### config.mk
export PLATFORM = sky130hd
export DESIGN_NAME = u409_decode_ack_engine_flat
export DESIGN_NICKNAME = d
export VERILOG_FILES = /design/src/rtl/u409_decode_ack_engine_pkg.sv /design/src/rtl/u409_decode_ack_engine_if.sv /design/src/rtl/u409_decode_ack_engine_window_match.sv /design/src/rtl/u409_decode_ack_engine.sv /design/src/flat_wrapper.sv
export SDC_FILE = /design/constraint.sdc
export NUM_CORES = 1
export LEC_CHECK = 0
export CAP_MARGIN = 20
export CORE_UTILIZATION = 41
export DETAILED_ROUTE_END_ITERATION = 8
export GPL_ROUTABILITY_DRIVEN = 0
export GPL_TIMING_DRIVEN = 0
export PLACE_DENSITY = 0.92
export SETUP_SLACK_MARGIN = 0.3
export SYNTH_ARGS = -nofsm -noshare
export SYNTH_HDL_FRONTEND = slang
export SYNTH_SLANG_ARGS = --single-unit
### constraint.sdc
create_clock -name CLK40 -period 4.7 [get_ports CLK40]
set_input_delay 0.47 -clock CLK40 [delete_from_list [all_inputs] [get_ports CLK40]]
set_output_delay 0.47 -clock CLK40 [all_outputs]
set_load 0.01 [all_outputs]
### src/rtl/u409_decode_ack_engine_pkg.sv
// Shared types and constants for the U409 decode/ack engine.
// Holds the FSM state encoding, default widths and packed-bus slice helpers.
package u409_pkg;

    typedef enum logic [2:0] {
        ST_IDLE   = 3'd0,
        ST_DECODE = 3'd1,
        ST_WAIT   = 3'd2,
        ST_TERM   = 3'd3,
        ST_NEGATE = 3'd4
    } state_t;

    localparam int DEF_ADDR_W = 20;
    localparam int DEF_WAIT_W = 4;
    localparam int DEF_TO_W   = 8;

    // Low bit of entry idx in a packed per-window bus of width-bit entries.
    function automatic int slice_lo(input int idx, input int width);
        return idx * width;
    endfunction

endpackage

### src/rtl/u409_decode_ack_engine_if.sv
// 68040 local-bus view of the decode/ack engine.
// master = CPU/device side, slave = the engine.
interface u409_bus_if
    import u409_pkg::*;
#(
    parameter int NUM_WIN = 4,
    parameter int ADDR_W  = DEF_ADDR_W
) ();

    logic               nTS;
    logic               RnW;
    logic               OVL;
    logic [ADDR_W-1:0]  A;
    logic [NUM_WIN-1:0] EXT_ACK;
    logic [NUM_WIN-1:0] WIN_SEL;
    logic               nTA;
    logic               nTEA;
    logic               TERM_OE;
    logic               nTCI;
    logic               nTBI;
    logic               BUSY;

    modport master (
        output nTS, RnW, OVL, A, EXT_ACK,
        input  WIN_SEL, nTA, nTEA, TERM_OE, nTCI, nTBI, BUSY
    );

    modport slave (
        input  nTS, RnW, OVL, A, EXT_ACK,
        output WIN_SEL, nTA, nTEA, TERM_OE, nTCI, nTBI, BUSY
    );

endinterface

### src/rtl/u409_decode_ack_engine_window_match.sv
// Combinational priority matcher over NUM_WIN base/mask windows.
// Window 0 also claims masked-zero addresses while overlay is active.
module u409_window_match
    import u409_pkg::*;
#(
    parameter int NUM_WIN = 4,
    parameter int ADDR_W  = DEF_ADDR_W
) (
    input  logic [ADDR_W-1:0]         addr,
    input  logic                      ovl,
    input  logic [NUM_WIN*ADDR_W-1:0] win_base,
    input  logic [NUM_WIN*ADDR_W-1:0] win_mask,
    output logic [NUM_WIN-1:0]        sel_onehot,
    output logic                      hit
);

    logic [NUM_WIN-1:0] match;

    for (genvar i = 0; i < NUM_WIN; i++) begin : g_win
        logic [ADDR_W-1:0] base_i;
        logic [ADDR_W-1:0] mask_i;
        assign base_i = win_base[slice_lo(i, ADDR_W) +: ADDR_W];
        assign mask_i = win_mask[slice_lo(i, ADDR_W) +: ADDR_W];
        if (i == 0) begin : g_ovl
            assign match[i] = (((addr ^ base_i) & mask_i) == '0) ||
                              (ovl && ((addr & mask_i) == '0));
        end else begin : g_std
            assign match[i] = (((addr ^ base_i) & mask_i) == '0);
        end
    end

    // Isolate the lowest set bit: lowest index wins.
    assign sel_onehot = match & (~match + NUM_WIN'(1));
    assign hit        = |match;

endmodule

### src/rtl/u409_decode_ack_engine.sv
// Programmable-window address decoder and nTA/nTEA terminator for the 68040 bus.
// Outputs are registered one cycle behind the FSM state.
//
//  state  | meaning
//  IDLE   | waiting for nTS
//  DECODE | compare captured address against windows, latch winner config
//  WAIT   | wait-state down-count or external-ack/timeout wait
//  TERM   | termination cycle (drives nTA or nTEA next cycle)
//  NEGATE | active negation of nTA/nTEA, then release
module u409_decode_ack_engine
    import u409_pkg::*;
#(
    parameter int NUM_WIN   = 4,
    parameter int ADDR_W    = DEF_ADDR_W,
    parameter int WAIT_W    = DEF_WAIT_W,
    parameter int TO_CYCLES = 255,
    parameter int TO_W      = DEF_TO_W
) (
    input  logic                      CLK40,
    input  logic                      RESET,
    u409_bus_if.slave                 bus,
    input  logic [NUM_WIN*ADDR_W-1:0] WIN_BASE,
    input  logic [NUM_WIN*ADDR_W-1:0] WIN_MASK,
    input  logic [NUM_WIN*WAIT_W-1:0] WIN_WAIT,
    input  logic [NUM_WIN-1:0]        WIN_EXT,
    input  logic [NUM_WIN-1:0]        WIN_RO,
    input  logic [NUM_WIN-1:0]        WIN_TCI,
    input  logic [NUM_WIN-1:0]        WIN_TBI
);

    localparam logic [TO_W-1:0] TO_LAST = TO_W'(TO_CYCLES - 1);

    state_t              state_q, state_d;
    logic [ADDR_W-1:0]   a_q, a_d;
    logic                rnw_q, rnw_d;
    logic                ext_q, ext_d;
    logic                tci_q, tci_d;
    logic                tbi_q, tbi_d;
    logic                err_q, err_d;
    logic [WAIT_W-1:0]   cnt_q, cnt_d;
    logic [TO_W-1:0]     to_q, to_d;

    logic [NUM_WIN-1:0]  win_sel_q, win_sel_d;
    logic                nta_q, nta_d;
    logic                ntea_q, ntea_d;
    logic                term_oe_q, term_oe_d;
    logic                ntci_q, ntci_d;
    logic                ntbi_q, ntbi_d;
    logic                busy_q, busy_d;

    logic [NUM_WIN-1:0]  match_onehot;
    logic                match_hit;
    logic [WAIT_W-1:0]   cand_wait;
    logic                cand_ext, cand_ro, cand_tci, cand_tbi;
    logic                ext_ack_hit;

    u409_window_match #(
        .NUM_WIN (NUM_WIN),
        .ADDR_W  (ADDR_W)
    ) u_match (
        .addr       (a_q),
        .ovl        (bus.OVL),
        .win_base   (WIN_BASE),
        .win_mask   (WIN_MASK),
        .sel_onehot (match_onehot),
        .hit        (match_hit)
    );

    always_comb begin
        cand_wait = '0;
        cand_ext  = 1'b0;
        cand_ro   = 1'b0;
        cand_tci  = 1'b0;
        cand_tbi  = 1'b0;
        for (int i = 0; i < NUM_WIN; i++) begin
            if (match_onehot[i]) begin
                cand_wait = WIN_WAIT[slice_lo(i, WAIT_W) +: WAIT_W];
                cand_ext  = WIN_EXT[i];
                cand_ro   = WIN_RO[i];
                cand_tci  = WIN_TCI[i];
                cand_tbi  = WIN_TBI[i];
            end
        end
    end

    // win_sel_q is already valid while in WAIT, so it gates EXT_ACK.
    assign ext_ack_hit = |(bus.EXT_ACK & win_sel_q);

    always_ff @(posedge CLK40 or posedge RESET) begin
        if (RESET) state_q <= ST_IDLE;
        else       state_q <= state_d;
    end

    always_comb begin
        state_d = state_q;
        a_d     = a_q;
        rnw_d   = rnw_q;
        ext_d   = ext_q;
        tci_d   = tci_q;
        tbi_d   = tbi_q;
        err_d   = err_q;
        cnt_d   = cnt_q;
        to_d    = to_q;
        case (state_q)
            ST_IDLE: begin
                if (!bus.nTS) begin
                    a_d     = bus.A;
                    rnw_d   = bus.RnW;
                    state_d = ST_DECODE;
                end
            end
            ST_DECODE: begin
                ext_d = cand_ext;
                tci_d = cand_tci;
                tbi_d = cand_tbi;
                err_d = !match_hit || (cand_ro && !rnw_q);
                cnt_d = cand_wait;
                to_d  = '0;
                if (err_d || (!cand_ext && cand_wait == '0)) state_d = ST_TERM;
                else                                          state_d = ST_WAIT;
            end
            ST_WAIT: begin
                if (ext_q) begin
                    if (ext_ack_hit) begin
                        state_d = ST_TERM;
                    end else if (to_q == TO_LAST) begin
                        err_d   = 1'b1;
                        state_d = ST_TERM;
                    end else begin
                        to_d = to_q + TO_W'(1);
                    end
                end else if (cnt_q <= WAIT_W'(1)) begin
                    state_d = ST_TERM;
                end else begin
                    cnt_d = cnt_q - WAIT_W'(1);
                end
            end
            ST_TERM:   state_d = ST_NEGATE;
            ST_NEGATE: state_d = ST_IDLE;
            default:   state_d = ST_IDLE;
        endcase
    end

    always_comb begin
        nta_d     = 1'b1;
        ntea_d    = 1'b1;
        ntci_d    = 1'b1;
        ntbi_d    = 1'b1;
        term_oe_d = 1'b0;
        busy_d    = (state_d != ST_IDLE);
        win_sel_d = win_sel_q;
        case (state_q)
            ST_IDLE:   win_sel_d = '0;
            ST_DECODE: win_sel_d = match_onehot;
            ST_TERM: begin
                term_oe_d = 1'b1;
                if (err_q) begin
                    ntea_d = 1'b0;
                end else begin
                    nta_d  = 1'b0;
                    ntci_d = !tci_q;
                    ntbi_d = !tbi_q;
                end
            end
            ST_NEGATE: begin
                term_oe_d = 1'b1;
                win_sel_d = '0;
            end
            default: ;
        endcase
    end

    always_ff @(posedge CLK40 or posedge RESET) begin
        if (RESET) begin
            a_q       <= '0;
            rnw_q     <= 1'b1;
            ext_q     <= 1'b0;
            tci_q     <= 1'b0;
            tbi_q     <= 1'b0;
            err_q     <= 1'b0;
            cnt_q     <= '0;
            to_q      <= '0;
            win_sel_q <= '0;
            nta_q     <= 1'b1;
            ntea_q    <= 1'b1;
            term_oe_q <= 1'b0;
            ntci_q    <= 1'b1;
            ntbi_q    <= 1'b1;
            busy_q    <= 1'b0;
        end else begin
            a_q       <= a_d;
            rnw_q     <= rnw_d;
            ext_q     <= ext_d;
            tci_q     <= tci_d;
            tbi_q     <= tbi_d;
            err_q     <= err_d;
            cnt_q     <= cnt_d;
            to_q      <= to_d;
            win_sel_q <= win_sel_d;
            nta_q     <= nta_d;
            ntea_q    <= ntea_d;
            term_oe_q <= term_oe_d;
            ntci_q    <= ntci_d;
            ntbi_q    <= ntbi_d;
            busy_q    <= busy_d;
        end
    end

    assign bus.WIN_SEL = win_sel_q;
    assign bus.nTA     = nta_q;
    assign bus.nTEA    = ntea_q;
    assign bus.TERM_OE = term_oe_q;
    assign bus.nTCI    = ntci_q;
    assign bus.nTBI    = ntbi_q;
    assign bus.BUSY    = busy_q;

endmodule

### src/flat_wrapper.sv
// flat-port wrapper written by rule: the top's interface ports become plain ports
module u409_decode_ack_engine_flat import u409_pkg::*;
#(
    parameter int NUM_WIN   = 4,
    parameter int ADDR_W    = DEF_ADDR_W,
    parameter int WAIT_W    = DEF_WAIT_W,
    parameter int TO_CYCLES = 255,
    parameter int TO_W      = DEF_TO_W
)
  (CLK40, RESET, WIN_BASE, WIN_MASK, WIN_WAIT, WIN_EXT, WIN_RO, WIN_TCI, WIN_TBI, bus_nTS, bus_RnW, bus_OVL, bus_A, bus_EXT_ACK, bus_WIN_SEL, bus_nTA, bus_nTEA, bus_TERM_OE, bus_nTCI, bus_nTBI, bus_BUSY);
  u409_bus_if #(.NUM_WIN(NUM_WIN), .ADDR_W(ADDR_W)) bus_i ();
  input  logic CLK40;
  input  logic RESET;
  input  logic [NUM_WIN*ADDR_W-1:0] WIN_BASE;
  input  logic [NUM_WIN*ADDR_W-1:0] WIN_MASK;
  input  logic [NUM_WIN*WAIT_W-1:0] WIN_WAIT;
  input  logic [NUM_WIN-1:0] WIN_EXT;
  input  logic [NUM_WIN-1:0] WIN_RO;
  input  logic [NUM_WIN-1:0] WIN_TCI;
  input  logic [NUM_WIN-1:0] WIN_TBI;
  input wire logic [$bits(bus_i.nTS)-1:0] bus_nTS;
  input wire logic [$bits(bus_i.RnW)-1:0] bus_RnW;
  input wire logic [$bits(bus_i.OVL)-1:0] bus_OVL;
  input wire logic [$bits(bus_i.A)-1:0] bus_A;
  input wire logic [$bits(bus_i.EXT_ACK)-1:0] bus_EXT_ACK;
  output wire logic [$bits(bus_i.WIN_SEL)-1:0] bus_WIN_SEL;
  output wire logic [$bits(bus_i.nTA)-1:0] bus_nTA;
  output wire logic [$bits(bus_i.nTEA)-1:0] bus_nTEA;
  output wire logic [$bits(bus_i.TERM_OE)-1:0] bus_TERM_OE;
  output wire logic [$bits(bus_i.nTCI)-1:0] bus_nTCI;
  output wire logic [$bits(bus_i.nTBI)-1:0] bus_nTBI;
  output wire logic [$bits(bus_i.BUSY)-1:0] bus_BUSY;
  assign bus_i.nTS = bus_nTS;
  assign bus_i.RnW = bus_RnW;
  assign bus_i.OVL = bus_OVL;
  assign bus_i.A = bus_A;
  assign bus_i.EXT_ACK = bus_EXT_ACK;
  assign bus_WIN_SEL = bus_i.WIN_SEL;
  assign bus_nTA = bus_i.nTA;
  assign bus_nTEA = bus_i.nTEA;
  assign bus_TERM_OE = bus_i.TERM_OE;
  assign bus_nTCI = bus_i.nTCI;
  assign bus_nTBI = bus_i.nTBI;
  assign bus_BUSY = bus_i.BUSY;
  u409_decode_ack_engine #(.NUM_WIN(NUM_WIN), .ADDR_W(ADDR_W), .WAIT_W(WAIT_W), .TO_CYCLES(TO_CYCLES), .TO_W(TO_W)) u_core (.CLK40(CLK40), .RESET(RESET), .bus(bus_i), .WIN_BASE(WIN_BASE), .WIN_MASK(WIN_MASK), .WIN_WAIT(WIN_WAIT), .WIN_EXT(WIN_EXT), .WIN_RO(WIN_RO), .WIN_TCI(WIN_TCI), .WIN_TBI(WIN_TBI));
endmodule
== Word level (Yosys, flattened, before mapping) ==
Cells that the tools add are included.

* Register bits: 50
* Logic and storage cells: 121
* Output and inout port bits: 10

* Bitwise operators: 13
* $lt $le $gt $ge: 1
* Add/sub/neg operators: 3
* Reductions and logical operators: 29
* Multiplexer cells: 48
* Eq/ne operators: 11

{| class="wikitable"
|+ Operator list
! kind !! count
|-
| 20-bit bitwise AND || 5
|-
| 20-bit logical NOT || 5
|-
| 20-bit XOR || 4
|-
| 1-bit two-way mux || 29
|-
| 4-bit two-way mux || 6
|-
| 8-bit two-way mux || 3
|-
| 4-bit one-hot mux with 2 select lines || 2
|-
| 8-bit one-hot mux with 2 select lines || 1
|-
| 3-bit two-way mux || 5
|-
| 3-bit one-hot mux with 4 select lines || 1
|-
| 8-bit by 1-bit adder with 8-bit output, second input constant || 1
|-
| 4-bit bitwise AND || 2
|-
| 8-bit == test, second input constant || 1
|-
| 2-bit != test, second input constant || 4
|-
| 4-bit AND reduction || 2
|-
| 4-bit OR reduction || 2
|-
| 3-bit by 2-bit == test with 1-bit output, second input constant || 2
|-
| 1-bit logical NOT || 5
|-
| 4-bit by 1-bit adder with 4-bit output, second input constant || 1
|-
| 4-bit by 1-bit less-or-equal comparator with 1-bit output, second input constant || 1
|-
| 4-bit logical NOT || 1
|-
| 2-bit by 1-bit != test with 1-bit output, second input constant || 2
|-
| 4-bit inverter || 1
|-
| 2-bit nonzero test || 2
|-
| 12 further kinds || 17
|}

== Depth between registers and ports, before layout ==
* Depth in word-level cells: 17
* Mapped depth: 11

== Cells and area by module ==
A second synthesis with hierarchy kept.

* Cell total of the unflattened synthesis: 390
* Area, all modules: 3857.4 µm²

{| class="wikitable"
|+ Modules (own cells, without submodules)
! module !! cells an instance !! instances !! area each (µm²)
|-
| u409_decode_ack_engine || 214 || 1 || 2441.1
|-
| u409_window_match || 176 || 1 || 1416.4
|}

== Worst setup path after synthesis ==
Ideal clock, no wire load.

* Kind: register to register
* From: register u_core.a_q[9]
* To: register u_core.cnt_q[0]
* Setup slack: 2.569 ns
* Arrival time: 2.005 ns
* Cell stages (with the launch flop): 12
* Period minus slack after synthesis: 2.131 ns
* Path through: dfrtp_1 > buf_6 > xor2_1 > a22oi_1 > nand4_1 > nor3_4 > buf_6 > nor2_2 > nand3_2 > inv_2 > o2bb2ai_1 > a221o_1

* Longest elaborated chain between the ends: 12
* Elaborated cells between the ends (all ways): 24
* Those cells by class: add/sub (1); mux (5); bitwise (11); reduce/logical (7)

{| class="wikitable"
|+ RTL lines
! item !! line !! source
|-
| from (decl) || u409_decode_ack_engine.sv:34 || <nowiki>logic [ADDR_W-1:0] a_q, a_d;</nowiki>
|-
| from (signal assigned) || u409_decode_ack_engine.sv:175 || <nowiki>a_q <= '0;</nowiki>
|-
| from (signal assigned) || u409_decode_ack_engine.sv:191 || <nowiki>a_q <= a_d;</nowiki>
|-
| 20-bit XOR or 20-bit bitwise AND (tied branches) || u409_decode_ack_engine_window_match.sv:25, u409_decode_ack_engine_window_match.sv:26 ||
|-
| 20-bit bitwise AND or 20-bit logical NOT (tied branches) || u409_decode_ack_engine_window_match.sv:25, u409_decode_ack_engine_window_match.sv:26 ||
|-
| 20-bit logical NOT or 1-bit logical AND (tied branches) || u409_decode_ack_engine_window_match.sv:25, u409_decode_ack_engine_window_match.sv:26 ||
|-
| 1-bit logical OR || u409_decode_ack_engine_window_match.sv:25 || <nowiki>assign match[i] = (((addr ^ base_i) & mask_i) == '0) ||</nowiki>
|-
| 4-bit inverter || u409_decode_ack_engine_window_match.sv:33 || <nowiki>assign sel_onehot = match & (~match + NUM_WIN'(1));</nowiki>
|-
| 4-bit by 1-bit adder with 4-bit output || u409_decode_ack_engine_window_match.sv:33 ||
|-
| 4-bit bitwise AND * || u409_decode_ack_engine_window_match.sv:33 ||
|-
| 4-bit two-way mux (3 in a row) || u409_decode_ack_engine.sv:76 || <nowiki>if (match_onehot[i]) begin</nowiki>
|-
| 4-bit two-way mux * || u409_decode_ack_engine.sv:76 ||
|-
| 4-bit one-hot mux with 2 select lines * || u409_decode_ack_engine.sv:104 || <nowiki>case (state_q)</nowiki>
|-
| to (signal assigned) || u409_decode_ack_engine.sv:197 || <nowiki>cnt_q <= cnt_d;</nowiki>
|-
| to (decl) || u409_decode_ack_engine.sv:40 || <nowiki>logic [WAIT_W-1:0] cnt_q, cnt_d;</nowiki>
|}

Every way passes the cells marked *; elsewhere a longest branch is shown, timed or not.
A chain may end at the register's enable or synchronous reset.

== Worst setup path in the final report ==
* From: input WIN_BASE[7]
* To: register u_core.state_q[0]

* Longest elaborated chain between the ends: 16
* Elaborated cells between the ends (all ways): 29
* Those cells by class: add/sub (1); mux (14); bitwise (4); reduce/logical (10)

{| class="wikitable"
|+ RTL lines
! item !! line !! source
|-
| from (decl) || flat_wrapper.sv:14 || <nowiki>input logic [NUM_WIN*ADDR_W-1:0] WIN_BASE;</nowiki>
|-
| 20-bit XOR * || u409_decode_ack_engine_window_match.sv:25 ||
|-
| 20-bit bitwise AND * || u409_decode_ack_engine_window_match.sv:25 ||
|-
| 20-bit logical NOT * || u409_decode_ack_engine_window_match.sv:25 ||
|-
| 1-bit logical OR * || u409_decode_ack_engine_window_match.sv:25 ||
|-
| 4-bit inverter || u409_decode_ack_engine_window_match.sv:33 ||
|-
| 4-bit by 1-bit adder with 4-bit output || u409_decode_ack_engine_window_match.sv:33 ||
|-
| 4-bit bitwise AND || u409_decode_ack_engine_window_match.sv:33 ||
|-
| 4-bit two-way mux or 1-bit two-way mux (tied branches) (4 in a row) || u409_decode_ack_engine.sv:76 ||
|-
| 4-bit logical NOT, or another cell as far along || u409_decode_ack_engine.sv:119 || <nowiki>if (err_d || (!cand_ext && cand_wait == '0)) state_d = ST_TERM;</nowiki>
|-
| 1-bit logical AND or 1-bit logical OR (tied branches) || u409_decode_ack_engine.sv:119, u409_decode_ack_engine.sv:116 ||
|-
| 1-bit logical OR * || u409_decode_ack_engine.sv:119 ||
|-
| 1-bit two-way mux * || u409_decode_ack_engine.sv:119 ||
|-
| 3-bit one-hot mux with 4 select lines * || u409_decode_ack_engine.sv:104 ||
|-
| net u_core.state_d[0] || u409_decode_ack_engine.sv:33 || <nowiki>state_t state_q, state_d;</nowiki>
|-
| to (signal assigned) || u409_decode_ack_engine.sv:91 || <nowiki>else state_q <= state_d;</nowiki>
|-
| to (decl) || u409_decode_ack_engine.sv:33 ||
|}

Mark *: on every way through the listed nets, which the timed path passes. The rest lies on a longest branch.

==> run summary <==
============================================================================
Initial antenna violation count ...............................            0
Number of filler instances in the final layout ................          653
Number of setup violations in the final report ................            0
Width of the chip .............................................      97.5 um
Number of cells in the design after placement .................          735
Share of power burned in combinational logic ..................        0.617
Maximum operating frequency ...................................      349 MHz
Kind of critical path .........................................    in -> reg
Final slew viol count .........................................            0
Count of buffers added by post-CTS timing repair for setup ....            0
Maximum Capacitance Violations ................................            0
P&R area growth vs syn ........................................        68.8%
Num CTS Buffers ...............................................            5
Iteration count of the initial detailed-routing pass ..........            5
Minimum clock period after layout .............................      2.87 ns
Cts repair resizes ............................................            0
Synthesized netlist net count .................................          621
Leakage component of the power ................................      2.65 nW
Number of flops mapped to enable cells by yosys ...............            0
Worst reg2reg path endpoint ................................... u_core.state_q[0]
Iteration-0 DRC count of the detailed router ..................          298
Post-Synthesis Cell Area ......................................     3740 um2
Seq cells post-synth ..........................................           50
Overflow after GRT ............................................            0
Setup crit start ..............................................  WIN_BASE[7]
CP Data Arrival Time ..........................................      3.02 ns
Clock latency on the worst-skew pair ..........................      0.30 ns
Status ........................................................ complete, no violations
Final cycle utilization of the critical path ..................        0.610
Die height ....................................................      97.5 um
Placement row count ...........................................           34
CTS Hold Buffers Added ........................................            0
Cell-internal power ...........................................      1.50 mW
Most frequently used flop master after synthesis ..............      dfrtp_1
Remaining routing DRC violations ..............................            0
Initial Utilization ...........................................        0.427
Switching power ...............................................      1.04 mW
TritonCTS clock tree ..........................................         done
Total length of routed wires ..................................     14700 um
Worst path required time ......................................      4.86 ns
Min-delay worst type ..........................................   reg -> reg
Slew Limit Headroom ...........................................        0.453
Global routing usage summed across all routing layers .........        0.310
Largest net degree at the start of global routing .............           28
CTS H-tree depth ..............................................            2
Critical path endpoint category ...............................    flip-flop
Number of antenna repair diodes ...............................            0
Kind of start point of the critical path ......................    input pin
Reg power frac ................................................        0.261
Wire length of the first global-routing pass ..................     22800 um
Endpoints failing hold ........................................            0
Critical-path maximum fanout ..................................           10
Warnings from Yosys ...........................................            0
Floorplan core area ...........................................     8760 um2
Gate count of the mapped netlist ..............................          396
Via count of the first global-routing pass ....................         4260
Top-level port count ..........................................          231
Post-layout instance count excluding filler cells .............          743
Half-perimeter wire length after placement ....................     12400 um
Quantity of I/O buffers inserted on ports .....................          230
Switching share of power ......................................        0.410
Sum Neg Setup Slack ...........................................         0 ns
Total die area ................................................     9510 um2
Transition at the pin with the smallest max-transition slack ..     0.819 ns
Count of cells along the worst hold path ......................            1
RSZ-0062 raised after global routing ..........................           no
Maximum count of clock buffers along a single path ............            2
Number of nets at the end of the flow .........................          859
Post-Route Utilization ........................................        0.721
Root cell of the clock tree ...................................     clkbuf_8
Final antenna-violating net count .............................            0
Share of post-route cells with drive strength above 1 .........        0.107
Sequential fraction of the synthesis area .....................        0.336
Share of synthesized registers carrying an async set or reset .         1.00
Vias per Instance .............................................         5.49
Clock Skew ....................................................   0.00830 ns
Reg-to-reg setup timing slack .................................      1.89 ns
Worst-case reg-to-reg path depth ..............................           11
Avg WL per Cell ...............................................      19.8 um
Worst Setup EP ................................................ u_core.state_q[0]
Number of clock sinks .........................................           50
Beginning of the worst register-to-register path .............. u_core.a_q[7]
Share of power burned in the clock network ....................        0.122
Worst-case vdd ir drop ........................................       224 uV
Worst-path clk slew ...........................................      0.08 ns
Vias ..........................................................         4082
Synthesized area divided by synthesized cell count ............     9.45 um2
Pwr dens ......................................................   402 nW/um2
Number of library cell types mapped by synthesis ..............           48
============================================================================
cell families after synthesis:
kind of cell	count (synthesis)	synth area share
AOI/OAI and AO/OA	95	0.182
xor gates and xnor gates	84	0.197
adders and majority gates	4	0.0134
buffers and inverters	40	0.0609
DFF	50	0.336
muxes	25	0.0739
and+or+nand+nor	98	0.137
area by class of cell:
class,count,area [um2],area share
Timing Repair Buffer,231,2320,0.368
Multi-Input combinational cell,306,2260,0.357
Sequential cell,50,1260,0.199
Buffer,27,179,0.0283
Tap cell,108,135,0.0214
Clock buffer,7,86.3,0.0137
Inverter,13,48.8,0.00773
Clock inverter,1,30.0,0.00476
critical path: stages:
cell and delay (ns):
clkdlybuf4s50_1 0.49, xor2_1 0.23, a22oi_1 0.13, nand4_1 0.09, nor3_1 0.05, a31oi_1 0.42
clkbuf_1 0.43, nand3b_1 0.15, a22oi_1 0.29, a221oi_1 0.14, o41ai_1 0.14
power by group through the flow:
stage               registers (mW)  logic, mW  clock network [mW]
floorplan                    0.652       1.01                   0
global placement             0.655       1.48                   0
detailed placement           0.669       1.53                   0
CTS                          0.661       1.54               0.314
global route                 0.678       1.69               0.329
finish                       0.662       1.57               0.309
how the worst min path moves through the flow:
| stage | from | end | slack, ns |
|---|---|---|---|
| 2_1_floorplan | u_core.tbi_q | u_core.bus.nTBI | 0.37 |
| 3_3_place_gp | u_core.tci_q | u_core.bus.nTCI | 0.40 |
| 3_5_place_dp | u_core.tci_q | u_core.bus.nTCI | 0.40 |
| 4_1_cts | u_core.tci_q | u_core.bus.nTCI | 0.41 |
| 5_1_grt | u_core.tci_q | u_core.bus.nTCI | 0.44 |
| 6_report | u_core.tci_q | u_core.bus.nTCI | 0.40 |
metal layers:
| layer | routed length [um] | up-vias | part of all wire | global-route usage |
|---|---|---|---|---|
| met5 | 0 | - | 0 | 0 |
| met4 | 206 | 0 | 0.014 | 0.0633 |
| met3 | 1300 | 19 | 0.089 | 0.0619 |
| met2 | 7180 | 241 | 0.49 | 0.538 |
| met1 | 6010 | 1936 | 0.41 | 0.397 |
| li1 | - | 1886 | - | - |
cells in the final DEF (no fill, tap or decap), types with 2 or more instances in the layout:
| master | netlist | routed |
|---|---|---|
| a31oi_1 | 3 | 3 |
| clkbuf_1 | 5 | 6 |
| nand2_1 | 26 | 26 |
| buf_6 | 8 | 8 |
| nor3_1 | 6 | 6 |
| nand3_1 | 9 | 9 |
| xor2_1 | 84 | 84 |
| inv_1 | 12 | 11 |
| clkbuf_8 | 0 | 6 |
| dfrtp_1 | 45 | 45 |
| nand3b_1 | 2 | 2 |
| o22ai_1 | 3 | 3 |
| a21oi_1 | 8 | 8 |
| nor2_1 | 21 | 21 |
| mux2i_1 | 4 | 4 |
| or3_1 | 2 | 2 |
| inv_2 | 1 | 2 |
| a221oi_1 | 3 | 3 |
| or2_2 | 2 | 2 |
| o211a_1 | 2 | 2 |
| ha_1 | 4 | 4 |
| nand4_1 | 12 | 12 |
| o21ai_0 | 12 | 12 |
| a22o_1 | 4 | 4 |
| dfstp_2 | 5 | 5 |
| clkdlybuf4s50_1 | 0 | 230 |
| a222oi_1 | 2 | 2 |
| mux2_2 | 21 | 21 |
| and3_1 | 2 | 2 |
| nor3_4 | 2 | 2 |
| a22oi_1 | 49 | 49 |
| nand2b_1 | 6 | 6 |
| buf_2 | 14 | 14 |
metrics by stage:
stage	power, mW	hold slack, ns	setup WS (ns)	instance area [um2]
finish	2.54	0.405	1.83	6310
global route	2.69	0.435	1.74	6310
CTS	2.52	0.409	1.92	6310
detailed placement	2.20	0.397	1.63	6200
global placement	2.14	0.403	1.68	6180
floorplan	1.66	0.373	2.57	3740
flip-flops by register name, summed over array words and instances, names as in the netlist:
register and cells:
u_core.tci_q 1, u_core.a_q 20, u_core.tbi_q 1, u_core.state_q 3
u_core.bus.nTEA 1, u_core.err_q 1, u_core.cnt_q 4, u_core.to_q 8
u_core.bus.BUSY 1, u_core.ext_q 1, u_core.bus.nTA 1, u_core.bus.WIN_SEL 4
u_core.bus.TERM_OE 1, u_core.bus.nTBI 1, u_core.rnw_q 1, u_core.bus.nTCI 1
Yosys cell counts (4+ instances only):
cell type / n / share of area
clkbuf_1: 5 / 0.0050
a22oi_1: 49 / 0.098
a22o_1: 4 / 0.0094
nand3_1: 9 / 0.012
mux2i_1: 4 / 0.011
inv_1: 12 / 0.012
nand2b_1: 6 / 0.010
buf_2: 14 / 0.019
mux2_2: 21 / 0.063
buf_6: 8 / 0.024
nor3_1: 6 / 0.0080
o21ai_0: 12 / 0.016
nor2_1: 21 / 0.021
xor2_1: 84 / 0.20
dfrtp_1: 45 / 0.30
ha_1: 4 / 0.013
nand4_1: 12 / 0.020
a21oi_1: 8 / 0.011
dfstp_2: 5 / 0.035
nand2_1: 26 / 0.026
(Power assumes the default switching activity.)
